[src/rtl/mmio_console_pkg.sv]
// Shared definitions for the MMIO console/halt responder: register map, STATUS layout,
// access sizes and the big-endian lane helpers used by both the read and push paths.
package mmio_console_pkg;

  localparam logic [31:0] BASE_DEFAULT  = 32'h0000_FF00;
  localparam int unsigned DEPTH_DEFAULT = 8;

  // Word index within the 16-byte window (addr bits [3:2] in LSB-0 numbering)
  localparam logic [1:0] REG_TXDATA = 2'd0;
  localparam logic [1:0] REG_STATUS = 2'd1;
  localparam logic [1:0] REG_HALT   = 2'd2;
  localparam logic [1:0] REG_CYCLES = 2'd3;

  // STATUS bit positions in LSB-0 numbering (big-endian bit 31 is bit 0 here)
  localparam int unsigned ST_EMPTY     = 0;
  localparam int unsigned ST_FULL      = 1;
  localparam int unsigned ST_OVF       = 2;
  localparam int unsigned ST_COUNT_LSB = 3;
  localparam int unsigned ST_COUNT_W   = 5;

  typedef enum logic [1:0] {
    SZ_WORD = 2'd0,
    SZ_HALF = 2'd1,
    SZ_BYTE = 2'd2
  } size_e;

  function automatic logic [7:0] pick_byte(input logic [31:0] word, input logic [1:0] lane);
    logic [7:0] b;
    case (lane)
      2'd0:    b = word[31:24];
      2'd1:    b = word[23:16];
      2'd2:    b = word[15:8];
      default: b = word[7:0];
    endcase
    return b;
  endfunction

  function automatic logic [31:0] read_lane(input logic [31:0] word, input size_e sz,
                                            input logic [1:0] lane, input logic sext);
    logic [7:0]  b;
    logic [15:0] h;
    logic [31:0] r;
    b = pick_byte(word, lane);
    h = lane[1] ? word[15:0] : word[31:16];
    case (sz)
      SZ_BYTE: r = {{24{sext & b[7]}}, b};
      SZ_HALF: r = {{16{sext & h[15]}}, h};
      default: r = word;
    endcase
    return r;
  endfunction

  // Byte pushed into the TX FIFO for a store of the given size
  function automatic logic [7:0] tx_byte(input logic [31:0] word, input size_e sz,
                                         input logic [1:0] lane);
    logic [7:0] b;
    case (sz)
      SZ_BYTE: b = pick_byte(word, lane);
      SZ_HALF: b = lane[1] ? word[7:0] : word[23:16];
      default: b = word[7:0];
    endcase
    return b;
  endfunction

endpackage

[src/rtl/mmio_console_fifo.sv]
// Synchronous byte FIFO with registered storage; rd_data is the current head entry.
module mmio_fifo #(
  parameter int unsigned DEPTH = 8
) (
  input  logic                   clock,
  input  logic                   reset,
  input  logic                   push,
  input  logic                   pop,
  input  logic [7:0]             wr_data,
  output logic [7:0]             rd_data,
  output logic                   full,
  output logic                   empty,
  output logic [$clog2(DEPTH):0] count
);
  localparam int unsigned AW = $clog2(DEPTH);
  localparam int unsigned CW = AW + 1;

  logic [7:0]    mem_q [DEPTH];
  logic [7:0]    mem_d [DEPTH];
  logic [AW-1:0] rd_ptr_q, rd_ptr_d, wr_ptr_q, wr_ptr_d;
  logic [CW-1:0] count_q, count_d;
  logic          do_push, do_pop;

  // A pop frees a slot for a same-cycle push even when full
  always_comb begin
    do_pop   = pop && (count_q != '0);
    do_push  = push && ((count_q != CW'(DEPTH)) || do_pop);
    mem_d    = mem_q;
    rd_ptr_d = rd_ptr_q;
    wr_ptr_d = wr_ptr_q;
    count_d  = count_q;
    if (do_push) begin
      mem_d[wr_ptr_q] = wr_data;
      wr_ptr_d        = wr_ptr_q + AW'(1);
    end
    if (do_pop) rd_ptr_d = rd_ptr_q + AW'(1);
    case ({do_push, do_pop})
      2'b10:   count_d = count_q + CW'(1);
      2'b01:   count_d = count_q - CW'(1);
      default: count_d = count_q;
    endcase
  end

  always_ff @(posedge clock or posedge reset) begin
    if (reset) begin
      for (int i = 0; i < int'(DEPTH); i++) mem_q[i] <= '0;
      rd_ptr_q <= '0;
      wr_ptr_q <= '0;
      count_q  <= '0;
    end else begin
      mem_q    <= mem_d;
      rd_ptr_q <= rd_ptr_d;
      wr_ptr_q <= wr_ptr_d;
      count_q  <= count_d;
    end
  end

  assign rd_data = mem_q[rd_ptr_q];
  assign full    = (count_q == CW'(DEPTH));
  assign empty   = (count_q == '0);
  assign count   = count_q;

endmodule

[src/rtl/mmio_console.sv]
// Memory-mapped console/halt responder: TX byte FIFO, W1C overflow flag, sticky HALT
// register with exit code, and a free-running cycle counter behind a 16-byte window.
module mmio_console
  import mmio_console_pkg::*;
#(
  parameter logic [31:0] BASE  = BASE_DEFAULT,
  parameter int unsigned DEPTH = DEPTH_DEFAULT
) (
  input  logic        clock,
  input  logic        reset,
  input  logic [0:31] addr,
  input  logic [0:31] data_in,
  input  logic        write_enable,
  input  logic        mem_byte,
  input  logic        mem_half_word,
  input  logic        sign_extend,
  output logic [0:31] data_out,
  output logic        hit,
  output logic [7:0]  tx_data,
  output logic        tx_valid,
  input  logic        tx_ready,
  output logic        halt,
  output logic [0:31] halt_code
);
  localparam int unsigned CW = $clog2(DEPTH) + 1;

  logic [31:0]   a, wdata, reg_word, status;
  logic [1:0]    reg_sel, lane;
  size_e         size;
  logic          wr_hit, push, pop, fifo_full, fifo_empty;
  logic [CW-1:0] fifo_count;
  logic          overflow_q, overflow_d, halt_q, halt_d;
  logic [31:0]   halt_code_q, halt_code_d, cycles_q, cycles_d;

  // Decode; big-endian ports are re-viewed LSB-0 so numeric values are unchanged
  always_comb begin
    a       = addr;
    wdata   = data_in;
    reg_sel = a[3:2];
    lane    = a[1:0];
    size    = mem_byte ? SZ_BYTE : (mem_half_word ? SZ_HALF : SZ_WORD);
    hit     = (a[31:4] == BASE[31:4]);
    wr_hit  = write_enable && hit;
    push    = wr_hit && (reg_sel == REG_TXDATA);
    pop     = !fifo_empty && tx_ready;
  end

  mmio_fifo #(.DEPTH(DEPTH)) u_fifo (
    .clock   (clock),
    .reset   (reset),
    .push    (push),
    .pop     (pop),
    .wr_data (tx_byte(wdata, size, lane)),
    .rd_data (tx_data),
    .full    (fifo_full),
    .empty   (fifo_empty),
    .count   (fifo_count)
  );

  // A dropped push on the same edge as a W1C clear leaves overflow set
  always_comb begin
    overflow_d  = overflow_q;
    halt_d      = halt_q;
    halt_code_d = halt_code_q;
    cycles_d    = cycles_q + 32'd1;
    if (push && fifo_full && !pop) begin
      overflow_d = 1'b1;
    end else if (wr_hit && (reg_sel == REG_STATUS) && (size == SZ_WORD) && wdata[ST_OVF]) begin
      overflow_d = 1'b0;
    end
    if (wr_hit && (reg_sel == REG_HALT) && (size == SZ_WORD) && !halt_q) begin
      halt_d      = 1'b1;
      halt_code_d = wdata;
    end
  end

  always_ff @(posedge clock or posedge reset) begin
    if (reset) begin
      overflow_q  <= 1'b0;
      halt_q      <= 1'b0;
      halt_code_q <= '0;
      cycles_q    <= '0;
    end else begin
      overflow_q  <= overflow_d;
      halt_q      <= halt_d;
      halt_code_q <= halt_code_d;
      cycles_q    <= cycles_d;
    end
  end

  always_comb begin
    status                                = '0;
    status[ST_EMPTY]                      = fifo_empty;
    status[ST_FULL]                       = fifo_full;
    status[ST_OVF]                        = overflow_q;
    status[ST_COUNT_LSB +: ST_COUNT_W]    = ST_COUNT_W'(fifo_count);
    case (reg_sel)
      REG_STATUS: reg_word = status;
      REG_HALT:   reg_word = {31'b0, halt_q};
      REG_CYCLES: reg_word = cycles_q;
      default:    reg_word = '0;
    endcase
    data_out = hit ? read_lane(reg_word, size, lane, sign_extend) : '0;
  end

  assign tx_valid  = !fifo_empty;
  assign halt      = halt_q;
  assign halt_code = halt_code_q;

endmodule

[config.mk]
export PLATFORM = sky130hd
export DESIGN_NAME = mmio_console
export DESIGN_NICKNAME = d
export VERILOG_FILES = /design/src/rtl/mmio_console_pkg.sv /design/src/rtl/mmio_console_fifo.sv /design/src/rtl/mmio_console.sv
export SDC_FILE = /design/constraint.sdc
export NUM_CORES = 1
export LEC_CHECK = 0
export CORE_UTILIZATION = 53
export CTS_CLUSTER_DIAMETER = 60
export DETAILED_ROUTE_END_ITERATION = 12
export MAX_ROUTING_LAYER = met4
export PLACE_DENSITY = 0.78
export SLEW_MARGIN = 25
export SYNTH_ARGS = -nofsm -noshare
export SYNTH_HDL_FRONTEND = slang
export SYNTH_SLANG_ARGS = --single-unit
[constraint.sdc]
create_clock -name clock -period 5.2 [get_ports clock]
set_input_delay 0.78 -clock clock [delete_from_list [all_inputs] [get_ports clock]]
set_output_delay 0.78 -clock clock [all_outputs]
set_load 0.005 [all_outputs]
======== After elaboration in Yosys (flattened, before gate mapping) ========
Index checks and enable logic that the tools add are counted.
operators by class
  multipliers ............................. 0
  shift-type cells ........................ 0
  div/mod/pow operators ................... 0
  bitwise operators ....................... 4
  add/subtract/negate cells ............... 5
  magnitude comparators ................... 3
  reductions and logical operators ........ 25
  multiplexer cells ....................... 19
  equality and inequality tests ........... 12
operators with widths
  kind                     count
  $pmux W32 S3             1
  $bwmux W64               1
  $pmux W32 S2             1
  $pmux W8 S3              2
  $add A32 B1 Y32 const B  1
  $mux W32                 1
  $mux W8                  4
  $eq A28 B12 Y1 const B   1
  $bmux W8 S3              1
  $demux W8 S3             1
  $mux W16                 1
  $pmux W8 S2              1
  $logic_and A1 B1 Y1      14
  $eq A2 B2 Y1 const B     5
  $eq A2 B1 Y1 const B     4
  $ge A4 B4 Y1 const B     2
  $not A3 Y4               2
  $pmux W4 S2              1
  $add A3 B1 Y3 const B    2
  $logic_not A2 Y1         3
  $add A4 B1 Y4 const B    1
  $eq A4 B4 Y1 const B     1
  $logic_not A4 Y1         1
  $lt A4 B1 Y1 const B     1
  other kinds (9)          15
word-level totals
  bits of input ports ..................... 71
  bits in writable memories ............... 0
  output and inout bits ................... 75
  bits in registers ....................... 140
  word-level logic and storage cells ...... 83
  bits in read-only memories .............. 0
  memories ................................ 0
  bits in latches ......................... 0

======== Logic depth before layout (Yosys ltp) ========
Gate-level depths: netlist (run 1).
  word-level depth ........................ 8
  mapped depth ............................ 13

======== By module ========
Synthesis (run 1) repeated with hierarchy kept, for this count alone.
second synthesis, totals
  cell total of the unflattened synthesis .. 665
  area, all modules ....................... 7553.5 µm²
modules (own cells, without submodules)
  module        area each (µm²)  sequential area each (µm²)  cells an instance  instances
  mmio_console  4045.1           1651.6                      438                1
  mmio_fifo     3508.4           1851.8                      227                1

======== Worst setup path after synthesis (run 1) ========
No wires, ideal clock.
  path kind ............................... input-to-reg
  from .................................... input port addr[24] in the netlist's numbering
  to ...................................... register u_fifo.count_q[2], in the netlist u_fifo.count[2]
  arrival time ............................ 3.044 ns
  setup slack ............................. 2.031 ns
  required time ........................... 5.075 ns
  stages on the path ...................... 12
  library setup time ...................... 0.125 ns
  buffers on the path ..................... 1
  cell sequence ........................... nor4bb_1 > nand3_2 > buf_4 > nor3_1 > inv_1 > ha_1 > xor2_1 > ha_1 > a21oi_1 > xor2_1 > nor2_1 > xor2_1
between the ends
  longest elaborated chain between the ends .. 6
  elaborated cells on any way between the ends .. 8
RTL lines
  what                                               line                     RTL
  start: declaration                                 mmio_console.sv:11       input logic [0:31] addr,
  $eq A28 B12 Y1 (*)                                 mmio_console.sv:42       hit = (a[31:4] == BASE[31:4]);
  $logic_and A1 B1 Y1 (*)                            mmio_console.sv:43       wr_hit = write_enable && hit;
  $logic_and A1 B1 Y1 (*)                            mmio_console.sv:44       push = wr_hit && (reg_sel == REG_TXDATA);
  $logic_and A1 B1 Y1 (*)                            mmio_console_fifo.sv:27  do_push = push && ((count_q != CW'(DEPTH)) || do_pop);
  $eq A2 B1 Y1 or $eq A2 B2 Y1 (tied branches)       mmio_console_fifo.sv:37  case ({do_push, do_pop})
  $pmux W4 S2 or $reduce_bool A2 Y1 (tied branches)  -
  end signal: assignment                             mmio_console_fifo.sv:54  count_q <= count_d;
  end: declaration                                   mmio_console_fifo.sv:21  logic [CW-1:0] count_q, count_d;
Mark *: on every way between the ends. The rest lies on a longest branch, timed or not.
A chain may end at the register's enable or synchronous reset.

======== Final worst setup path (run 1) ========
  from .................................... input port addr[30] in the netlist's numbering
  to ...................................... output port data_out[13] in the netlist's numbering
between the ends
  longest elaborated chain between the ends .. 5
  elaborated cells on any way between the ends .. 9
RTL lines
  what                                        line                    RTL
  $eq A2 B2 Y1, or another cell as far along  mmio_console_pkg.sv:29  case (lane)
  $pmux W8 S3                                 mmio_console_pkg.sv:29
  $and A1 B1 Y1                               mmio_console_pkg.sv:46  SZ_BYTE: r = {{24{sext & b[7]}}, b};
  $pmux W32 S2 (*)                            mmio_console_pkg.sv:45  case (sz)
  $mux W32 (*)                                mmio_console.sv:103     data_out = hit ? read_lane(reg_word, size, lane, sign_extend) : '0;
  end: declaration                            mmio_console.sv:17      output logic [0:31] data_out,
Marks and branches as above.

==> results of run 1 <==
-- cells by family after synthesis --
| kind of cell | synth area share (%) |
|---|---|
| buffers and inverters | 5.17 |
| AND/OR/NAND/NOR | 12.7 |
| flip-flops | 44.0 |
| AO/OA/AOI/OAI | 9.23 |
| multiplexers | 23.6 |
| XOR/XNOR | 4.29 |
| adder cells (fa/ha/maj) | 0.943 |
-- cell usage in the layout, fill, tap and decap left out, drive strengths merged, types with 7 or more instances in the layout --
| master | netlist | routed |
|---|---|---|
| and3 | 8 | 8 |
| dfrtp | 140 | 140 |
| o21ai | 18 | 18 |
| a31oi | 7 | 7 |
| mux2 | 88 | 88 |
| mux4 | 20 | 20 |
| a21oi | 17 | 17 |
| nor3 | 14 | 14 |
| mux2i | 44 | 44 |
| xor2 | 12 | 12 |
| buf | 20 | 14 |
| a211oi | 8 | 8 |
| clkbuf | 27 | 21 |
| nand3 | 18 | 18 |
| inv | 42 | 44 |
| nand4 | 15 | 15 |
| a221oi | 23 | 23 |
| nand2 | 55 | 55 |
| nor4 | 10 | 10 |
| clkdlybuf4s50 | 0 | 145 |
| nor2 | 17 | 17 |
| xnor2 | 27 | 27 |
-- sequential cells by signal (all words and copies together), names as in the netlist --
| name | flops |
|---|---|
| halt | 1 |
| u_fifo.wr_ptr_q | 3 |
| halt_code | 32 |
| cycles_q | 32 |
| u_fifo.mem_q | 64 |
| overflow_q | 1 |
| u_fifo.rd_ptr_q | 3 |
| u_fifo.count | 4 |
-- where the power goes --
| group | internal, mW | leakage (nW) | total, mW | switching (mW) |
|---|---|---|---|---|
| registers | 1.09 | 1.77 | 1.09 | 0.00000000378 |
| logic | 0.0811 | 2.34 | 0.188 | 0.107 |
| clock network | 0.772 | 0.291 | 1.26 | 0.490 |
-- layer usage --
metal  up-vias  part of all wire (%)
met1      3050                    42
met2       242                    49
met5         -                     0
li1       2796                     -
met3        43                   6.2
met4         0                   2.4
-- area by class of cell --
type	count	area, um^2	share of cell area [%]
Clock buffer	20	447	4.40
Clock inverter	12	163	1.60
Inverter	43	166	1.64
Multi-Input combinational cell	459	4060	40.0
Sequential cell	140	3500	34.6
Tap cell	184	230	2.27
Timing Repair Buffer	161	1570	15.5
-- stage by stage --
| step | instance area, um^2 | util, % |
|---|---|---|
| 4_1_cts | 10100 | 69.4 |
| 5_1_grt | 10100 | 69.5 |
| 6_report | 10100 | 69.5 |
| 3_3_place_gp | 9500 | 65.1 |
| 2_1_floorplan | 7960 | - |
| 3_5_place_dp | 9510 | 65.2 |
-- worst min path at each step --
| stage | start | end | cells past startpoint |
|---|---|---|---|
| 2_1_floorplan | cycles_q[5] | cycles_q[5] | 1 |
| 4_1_cts | halt_code[27] | halt_code[27] | 1 |
| 6_report | halt_code[28] | halt_code[28] | 1 |
| 5_1_grt | halt_code[28] | halt_code[28] | 1 |
| 3_3_place_gp | halt_code[5] | halt_code[5] | 1 |
| 3_5_place_dp | halt_code[27] | halt_code[27] | 1 |
==> run summary, run 1 <==
The run finished with clean final reports. The die covers 0.0155 mm^2. For the area of the core, the log shows 0.0146 mm^2. The Yosys step of the flow raised 0 warnings. The actual transition at the worst max-transition pin came out at 1.02 ns. The max-slew violation count is 0, and the combined global-route utilization of all metal layers is 28.6%. The power per unit of standard cell area is 250 mW/mm^2.

The startpoint identified for the worst register-to-register timing path is u_fifo.count[1]. The die boundary width is 125 um, and the number of antenna violations at the first check in global routing is 0. The row count came out at 44.

The critical path class is input port to primary output. The run gives 44.0% as the share of synthesized area occupied by flip-flops and latches. 0 antenna diodes ended up in the layout. The clock passes through at most 2 buffers.

The number of cells produced by synthesis was 689; the number of placed instances with taps included was 986. The worst setup path is captured at a primary output. TritonCTS built the clock tree.

The H-tree was split into 4 levels. The largest incremental delay on the critical path was 0.58 ns. The detailed router placed 6131 vias in this run. The worst-case IR drop observed on VDD is 0.000249 V. For met1 alone, demand over resource in global routing was 35.5%. Setup repair after global routing left no endpoint under its margin. Setup violations remaining at the end of the flow were counted as 0.

Top cell type's share of synthesized area: 44.0%. Entering global routing, the biggest net connects 80 pins. After detailed routing, the number of remaining DRC violations is 0. Destination of the worst register-to-register timing path: u_fifo.count[2]. OpenSTA, run right after detailed placement, puts the worst setup slack at 0.748 ns. Counting both buffers and inverters, the worst setup path holds a total of 4. The initial utilization of the core area, before any placement, comes to 54.5%.

Of the cells placed in the final design, the portion with a size suffix greater than 1 is 19.0%. For the fill cell instance count of the final layout, the log shows 1031. In the post-synthesis netlist, the biggest area contributors are sky130_fd_sc_hd__dfrtp_1 44%, sky130_fd_sc_hd__mux2_2 8.3%, sky130_fd_sc_hd__mux4_2 5.7%, sky130_fd_sc_hd__mux2i_1 5.5%, sky130_fd_sc_hd__mux2_1 4.1%. Post-CTS repair changed the size of 0 cells. Counting cells, the worst reg-to-reg path comes to 11.

The logs give 766 for the synthesized netlist net count and 0 for the remaining antenna violation count after routing. The most used flip-flop cell after synthesis is sky130_fd_sc_hd__dfrtp_1. The largest area contributor in the synthesized netlist is sky130_fd_sc_hd__dfrtp_1. The number of different library cells used by synthesis comes to 59. At the later pin of the worst-skew pair, clock insertion delay measures 0.42 ns.

Hold repair after CTS inserted 0 buffers. The wire length per cell after detailed routing is 20.3 um. After detailed routing, the total wire length is 20700 um. The global routing stage identified its most utilized layer as met2. The time the final worst path needs with I/O delays and setup is 4.34 ns.

The largest fanout on the critical path is 23, and the final net count is 899. In the global route stage, met2 resource usage came out at 45.2%. On the final layout, the worst clock skew is 0.00624 ns.

The number of clock sinks seen by CTS is 140, and the required time of the critical path is 4.42 ns. Sort of element at the start of the critical path: an input port. The worst hold slack was 0.484 ns. Most numerous cell in the Yosys netlist: sky130_fd_sc_hd__dfrtp_1. During I/O placement, the number of pins put on the boundary was 146.

After global routing the overflow that remains totals 0. The critical path goes through clkdlybuf4s50_1, buf_4, or3b_2, a21oi_1, o2111ai_2, buf_4, a221oi_1, clkdlybuf4s50_1. The critical path's top delay family is buffers and inverters. The number of logic stages on the critical path including buffering works out to 8.

The global-route met3 utilization came out at 7.17%. For the number of search-and-repair iterations in the first detailed-routing pass, the log shows 5. The post-synthesis register bit count was 140. The congestion estimate from routability-driven global placement came to 0.914. Dividing the detail-routed via count by the number of cells gives 6.02. In the finished design, the share of the clock period the worst path needs comes to 83.5%.

Share of flip-flops with an asynchronous set or reset: 100%. After the flow finishes, the layout carries non-filler instances totaling 1019. Counting flops with a built-in enable in the synthesized netlist gives 0. Ranked by instance count, the synthesized netlist is headed by 140 x sky130_fd_sc_hd__dfrtp_1, 59 x sky130_fd_sc_hd__mux2_2, 55 x sky130_fd_sc_hd__nand2_1. The tools report the startpoint of the worst setup timing path as addr[30]. For the power consumption, the log shows 2.54 mW. The tightest min-delay check is of the register to register type. Max-cap violations in this run came to 0. Wire length of the first global-routing pass: 33800 um. Post-synthesis average cell area: 11.5 um^2. At the worst endpoint, the arrival time is 3.56 ns. In this run the static leakage power is 4.40 nW. Measured along the y axis, the die boundary spans 125 um. The number of hold-slack violations in the final timing report was 0; the reg-to-reg setup timing slack was 2.20 ns.

After clock tree synthesis, the clock-pin slew on the worst setup and hold paths is 0.06 ns. Among all stages on the critical path, the largest delay is contributed by sky130_fd_sc_hd__clkdlybuf4s50_1. The worst setup path endpoint was data_out[13]. The number of DRC markers in iteration 0 is 407.

In the final timing run, aggregate negative setup slack is 0 ns. The number of buffers added by the clock tree synthesis step was 17. In this run the cell area of the synthesized design comes to 0.00796 mm^2. In this run the tool buffered the top-level ports with 145 buffer cells. The clock tree root driver cell is sky130_fd_sc_hd__clkbuf_16. The run gives 6371 as the via count of the first global-routing pass.

Once detailed placement completed, the half-perimeter wirelength came to 14500 um. Headroom to the max-slew limit came out at 31.8%. For this run, the top clock speed supported by timing is 230 MHz.

Compared with the post-synthesis result, the final layout area differs by 27.5%. In this run the post-CTS setup repair buffer count came out at 0. The run gives 0.856 ns as the smallest setup slack after layout.
Power figures use the tool's default switching activity.
==> run 2, diff against run 1 <==
--- a/config.mk
+++ b/config.mk
@@ -5,11 +5,11 @@
 export SDC_FILE = /design/constraint.sdc
 export NUM_CORES = 1
 export LEC_CHECK = 0
-export CORE_UTILIZATION = 53
+export CORE_UTILIZATION = 48
 export CTS_CLUSTER_DIAMETER = 60
 export DETAILED_ROUTE_END_ITERATION = 12
 export MAX_ROUTING_LAYER = met4
-export PLACE_DENSITY = 0.78
+export PLACE_DENSITY = 0.74
 export SLEW_MARGIN = 25
 export SYNTH_ARGS = -nofsm -noshare
 export SYNTH_HDL_FRONTEND = slang
==> constraint.sdc (replaced) <==
create_clock -name clock -period 3.7 [get_ports clock]
set_input_delay 0.555 -clock clock [delete_from_list [all_inputs] [get_ports clock]]
set_output_delay 0.555 -clock clock [all_outputs]
set_load 0.005 [all_outputs]
==> run 2 against run 1 <==
Against the previous run: combinational power grew 48%; worst hold slack worse by 0.0020 ns; critical path depth decreased by 1; critical path type unchanged; largest cell class unchanged; largest power group unchanged; highest routed layer unchanged.
==> run summary, run 2 (synthesized netlist as in run 1, its figures left out) <==
The run gives 0.897 as the global placement routability congestion. The flow ran to the end, and the final reports show no timing, DRC or antenna violations. The remaining antenna violation count after routing was 0.

After layout, the design draws a total of 3.63 mW. At the later pin of the worst-skew pair, clock insertion delay measures 0.42 ns. The tools report the initial cell density of the core as 49.6%.

The clock network fraction of design power was 50.2%; the diode insertion count for antenna repair was 0. The tools report the I/O pin count as 146. The tools report the total negative slack for setup checks as 0 ns. After detailed routing, the total wire length is 21100 um. For the number of antenna violations at the first check in global routing, the log shows 0. For the number of DRC markers in iteration 0, the log shows 538.

Setup repair after global routing left no endpoint under its margin. Across the VDD grid, the largest voltage drop is 0.000331 V. The worst-case clock buffer depth is 2, and the number of I/O port buffers is 145. After layout, the minimum clock period comes to 3.59 ns. The layout has 1165 filler cells. The die is 131 um wide. The required time of the critical path is 3.14 ns. The wire-length estimate of the detail-placed layout is 14800 um. Dividing the detail-routed via count by the number of cells gives 5.77. The detailed-route via count came out at 6160. Cells fill 64.6% of the core in the end. Area of the core: 0.0161 mm^2.

The wire length per cell after detailed routing was 19.8 um; the upper clock frequency limit was 278 MHz. Across every metal layer, demand over resource in global routing totals 27.1%. The tool flagged a number of max-cap violations equal to 0.

The max-slew violation count was 0. Sequential cells burn 42.2% of the power. For the number of search-and-repair iterations in the first detailed-routing pass, the log shows 5. The signed area change from the synthesized netlist to the final layout is 30.4%.

Critical path class: input port to primary output. The number of setup violations in the final report was 0. Of the total power, the share spent switching nets is 22.9%. Of all nets on the critical path, the largest fanout is 24. The DRC violation count after routing is 0, and the number of flip-flops in the largest register is 64. The H-tree generated during clock tree synthesis spans 4 levels. The final worst clock skew is 0.00704 ns, and the post-route clock period utilization is 97.1%. Summed over all layers, the global routing overflow is 0.

Share of power burned in combinational logic: 7.7%. The via count of the first global-routing pass was 6359; the post-CTS clock slew at the launch and capture registers of the worst setup and hold paths was 0.06 ns. The buffers inserted during post-CTS setup optimization came out at 0.

For this design the ratio of total power to cell area is 350 mW/mm^2. For the number of hold-repair buffers added at the cts stage, the log shows 0. CTS saw 140 sinks.

The number of hold-slack violations in the final timing report is 0. The largest net degree at the start of global routing came out at 71. The net count of the finished layout is 915. The net load switching power was 0.832 mW; the relative max-transition margin was 30.6%. Data on the critical path arrives at its endpoint at 3.04 ns.

Clock tree root driver cell: sky130_fd_sc_hd__clkbuf_16. The floorplan die area is 0.0171 mm^2. STA classifies the critical path startpoint as an input port.

For the number of buffers added by the clock tree synthesis step, the log shows 17. Leaving out fill and tap cells, the most frequent cells in the layout are 145 x sky130_fd_sc_hd__clkdlybuf4s50_1, 140 x sky130_fd_sc_hd__dfrtp_1, 59 x sky130_fd_sc_hd__mux2_2. In this run the worst hold path is classified as register to register.

Actual transition at the worst max-transition pin: 1.03 ns. The die is 131 um tall. The most common library cell in the layout ignoring fill and taps was sky130_fd_sc_hd__clkdlybuf4s50_1.

The ratio of cells with drive above 1 in the final layout was 20.7%; the post-cts repair resize count was 0. The register bank with the most flops was u_fifo.mem_q. TritonCTS built the clock tree. STA classifies the critical path endpoint as a primary output.

The internal power contribution was 2.80 mW. Row generation in the floorplan step produced 46 rows. The analysis attributes to cell leakage a power of 4.51 nW.

Wire length of the first global-routing pass: 33900 um.
[run 2: changes by cell type in the layout (fill, tap and decap cells not counted), moves of 2 or more]
cell                       before  now
sky130_fd_sc_hd__buf_4         14   29
sky130_fd_sc_hd__buf_12         0    3
sky130_fd_sc_hd__clkbuf_8       1    4
sky130_fd_sc_hd__clkinv_4       4    1
sky130_fd_sc_hd__clkbuf_1       2    0
sky130_fd_sc_hd__nor3_1         8    6
sky130_fd_sc_hd__nor3_2         0    2
[run 2: area by class of cell]
cell class | count | area (um^2) | area share [%]
clock buffers | 21 | 480 | 4.63
clock inverters | 11 | 154 | 1.48
inverters | 43 | 165 | 1.59
multi-input cells | 459 | 4070 | 39.3
flip-flops and latches | 140 | 3500 | 33.8
well taps | 216 | 270 | 2.60
repair buffers | 177 | 1730 | 16.7
[run 2: power groups by stage]
stage               clock [mW]  sequential [mW]  combinational [mW]
finish                    1.82             1.53               0.279
global route              1.92             1.53               0.304
CTS                       1.85             1.53               0.278
detailed placement           0             1.56               0.277
floorplan                    0             1.56               0.128
global placement             0             1.56               0.268
[run 2: final timing paths]
kind	startpoint	endpoint	slack [ns]	cells past startpoint
min in group asynchronous	reset	u_fifo.count[1]	0.58	2
setup / recovery	addr[30]	data_out[22]	0.11	7
hold reg to reg	halt_code[10]	halt_code[10]	0.48	1
hold / removal	halt_code[10]	halt_code[10]	0.48	1
setup reg to reg	u_fifo.count[1]	u_fifo.count[2]	0.78	11
max in group asynchronous	reset	cycles_q[10]	2.34	3
[run 2: worst max-delay path: stages]
cell	delay [ns]
sky130_fd_sc_hd__clkdlybuf4s50_1	0.46
sky130_fd_sc_hd__or3b_2	0.49
sky130_fd_sc_hd__a21oi_1	0.23
sky130_fd_sc_hd__o2111ai_2	0.14
sky130_fd_sc_hd__buf_4	0.25
sky130_fd_sc_hd__a211oi_1	0.35
sky130_fd_sc_hd__clkdlybuf4s50_1	0.57
[run 2: per-layer routing]
layer / GRT usage, % / part of all wire, %
met3: 5.54 / 6.5
met5: - / 0
met1: 35.2 / 43
met2: 41.3 / 47
met4: 11.4 / 3.1
[run 2: metrics by stage]
step | hold slack [ns] | setup slack, ns | cell area (um^2) | cells
final | 0.482 | 0.106 | 10400 | 1067
after global routing | 0.504 | 0.0322 | 10400 | 1067
after global placement | 0.469 | 0.206 | 9720 | 1035
after detailed placement | 0.474 | 0.148 | 9720 | 1035
after CTS | 0.488 | 0.109 | 10400 | 1067
after floorplan | 0.457 | 0.756 | 7960 | 689
==> run 3, diff against run 2 <==
--- a/config.mk
+++ b/config.mk
@@ -9,7 +9,7 @@
 export CTS_CLUSTER_DIAMETER = 60
 export DETAILED_ROUTE_END_ITERATION = 12
 export MAX_ROUTING_LAYER = met4
-export PLACE_DENSITY = 0.74
+export PLACE_DENSITY = 0.77
 export SLEW_MARGIN = 25
 export SYNTH_ARGS = -nofsm -noshare
 export SYNTH_HDL_FRONTEND = slang
==> run 3 against run 2 <==
Against the previous run: combinational power is essentially flat; worst setup slack gained 0.027 ns; critical path type unchanged; sequential share of layout area increased by 0.098 points; fmax up 0.77%; utilization decreased by 0.19 points; cell count decreased by 0.37%; first-iteration DRC count down 19%.
==> run summary, run 3 (synthesized netlist as in run 1, its figures left out) <==
Setup repair after global routing left no endpoint under its margin. The flow ran to the end, and the final reports show no timing, DRC or antenna violations. Across the VDD grid, the largest voltage drop is 0.000312 V. The number of H-tree branching levels is 4. The setup check on the worst reg-to-reg path leaves a slack of 0.72 ns. The number of max-cap violations is 0.

For this run, the top clock speed supported by timing is 280 MHz. The congestion estimate from routability-driven global placement came to 0.948. The area taken by flip-flops and latches came out at 0.00350 mm^2. The number of hold-slack violations in the final timing report is 0.

The worst setup path is captured at a primary output. For the final worst clock skew, the log shows 0.00895 ns. The total half-perimeter wirelength after legalization and detailed placement is 14900 um, and the ratio of routed vias to standard cells is 5.93. In the post-route analysis, the smallest setup slack over all paths is 0.133 ns.

After detailed routing, the average wire length per cell comes to 20.0 um. The register with the most flip-flops in the final layout is u_fifo.mem_q. Relative max-transition margin: 33.1%. The analysis attributes to cell leakage a power of 4.50 nW.

The most common library cell in the layout ignoring fill and taps was sky130_fd_sc_hd__clkdlybuf4s50_1. The worst hold path cell count works out to 1. The first global-routing pass estimated 34200 um of wire. The number of gates resized after CTS was 0.

The max-slew violation count was 0. The number of antenna violations at the first check in global routing is 0. The top cell types in the final layout, fill and taps aside, are 145 x sky130_fd_sc_hd__clkdlybuf4s50_1, 140 x sky130_fd_sc_hd__dfrtp_1, 59 x sky130_fd_sc_hd__mux2_2. Row count: 46.

Power per unit of standard cell area: 351 mW/mm^2. Summing all multi-input logic gate instances after layout gives 0.00406 mm^2. The via count of the first global-routing pass came out at 6570. Setup violations remaining at the end of the flow were counted as 0. The number of setup buffers added after CTS is 0. Buffers placed on the I/O ports in this run total 145. In the final layout, the share of cells above drive strength 1 is 20.2%. Relative to the synthesized area, the layout overhead comes to 30.0%. The pre-antenna-repair detailed-routing pass consisted of 5 iterations. The repair_antennas step left the layout with diodes totalling 0. The internal power contribution is 2.79 mW.

TritonCTS built the clock tree. Destination of the worst register-to-register timing path: u_fifo.count[2]. Global routing finished with a remaining overflow of 0. In this run the worst hold path is classified as register to register. The wire length after detailed routing is 21300 um. In this run the worst path has a maximum fanout of 24.

CTS placed an instance of sky130_fd_sc_hd__clkbuf_16 at the clock tree root. The final net count came out at 911. The detailed-route via count was 6308; the I/O pin count was 146. The floorplan step defined a die boundary enclosing 0.0171 mm^2. The count of nets left with antenna violations once routing finished came out at 0.

The run gives 0.42 ns as the later-pin clock latency in the skew report. Startpoint of the tightest hold check path: halt_code[19]. Number of DRC markers in iteration 0: 438. In this run the deepest clock path goes through 2 buffers.

For this run, the total global-route usage over all layers was measured as 27.2%. In this run the standard cell core region covers 0.0161 mm^2. The largest incremental delay on the critical path came out at 0.56 ns. The final critical path takes up 96.4% of the cycle. For the final core utilization, the log shows 64.4%. STA classifies the critical path startpoint as an input port. Of the total power, registers draw 42.1%. Clock-pin slew was measured on the worst setup and hold paths at 0.06 ns.

For the largest net degree at the start of global routing, the log shows 141. In this run the critical register-to-register path is launched from u_fifo.count[0]. The number of flip-flops in the largest register was 64. The critical path goes through clkdlybuf4s50_1, or3b_2, a21oi_1, o2111ai_2, buf_12, a221oi_1, clkdlybuf4s50_1. The die is 131 um wide. The number of buffers added by the clock tree synthesis step was 17. The tools report the worst-case hold path end point as halt_code[19]. The initial cell density of the core was 49.6%. Critical path class: input port to primary output. Required time of the critical path: 3.14 ns. STA puts the critical path data arrival time at 3.01 ns.

Among all stages on the critical path, the largest delay is contributed by sky130_fd_sc_hd__clkdlybuf4s50_1. At the pin with the least slew margin, the transition time is 0.993 ns. Total negative slack for setup checks: 0 ns.

The switching part of the total came out at 23.3%. Hold repair after CTS inserted 0 buffers. The cell that appears most often on the critical path is sky130_fd_sc_hd__clkdlybuf4s50_1. The time the final worst path needs with I/O delays and setup came out at 3.57 ns.

OpenSTA, run right after detailed placement, puts the worst setup slack at 0.140 ns. The length in cells of the worst reg-to-reg path is 11, and the number of clock sinks seen by CTS is 140. For this run, design rule violations remaining after detail routing come to 0. Of the total power, combinational logic draws 7.6%.

Fill cells in the final layout number 1138. Summed over all nets, the switching power comes to 0.848 mW. The height of the die is 131 um, and the clock network fraction of design power is 50.3%.
## run 3: cell types whose count changed in the layout (fill, tap and decap cells not counted), sizes merged
cell      previous run  this run
clkinvlp             3         2
clkbuf              21        23
inv                 45        48
clkinv               3         2
buf                 32        25
## run 3: layout make-up
| type | count | area share (%) |
|---|---|---|
| clock buffer | 20 | 4.51 |
| timing repair buffer | 173 | 16.5 |
| clock inverter | 12 | 1.67 |
| multi-input combinational | 459 | 39.3 |
| tap | 216 | 2.61 |
| sequential | 140 | 33.9 |
| inverter | 43 | 1.60 |
## run 3: through the flow
step / instance area, um^2 / power (mW) / std cells / hold WS [ns]
floorplan: 7960 / 1.69 / 689 / 0.457
global placement: 9680 / 1.82 / 1028 / 0.469
detailed placement: 9680 / 1.83 / 1028 / 0.478
CTS: 10300 / 3.64 / 1060 / 0.492
global route: 10300 / 3.74 / 1063 / 0.510
finish: 10300 / 3.64 / 1063 / 0.486
## run 3: worst max-delay path by stage
stage                   from         endpoint  slack [ns]  cells after the start
floorplan           addr[24]  u_fifo.count[2]        0.76                     12
global placement    addr[14]     data_out[20]        0.17                      7
detailed placement  addr[30]     data_out[11]        0.14                      8
CTS                  addr[9]      data_out[2]        0.10                      7
global route        addr[30]      data_out[1]        0.01                      7
finish              addr[30]     data_out[11]        0.13                      7
## run 3: routing by layer
layer,up-vias,global-route usage [%],part of all wire (%)
met3,55,5.66,6.0
li1,2825,-,-
met2,280,43.6,50
met1,3148,34.3,42
met4,0,9.20,1.9
met5,-,-,0
## run 3: power groups by stage
stage	logic [mW]	registers [mW]	clock network, mW
after floorplan	0.128	1.56	0
after global placement	0.260	1.56	0
after detailed placement	0.268	1.56	0
after CTS	0.270	1.53	1.84
after global routing	0.297	1.53	1.91
final	0.276	1.53	1.83
## run 3: worst max-delay path: cells and delay by family
family / cells / cell delay (ns)
buffers and inverters: 3 / 1.23
AOI/OAI and AO/OA: 3 / 0.72
and+or+nand+nor: 1 / 0.49
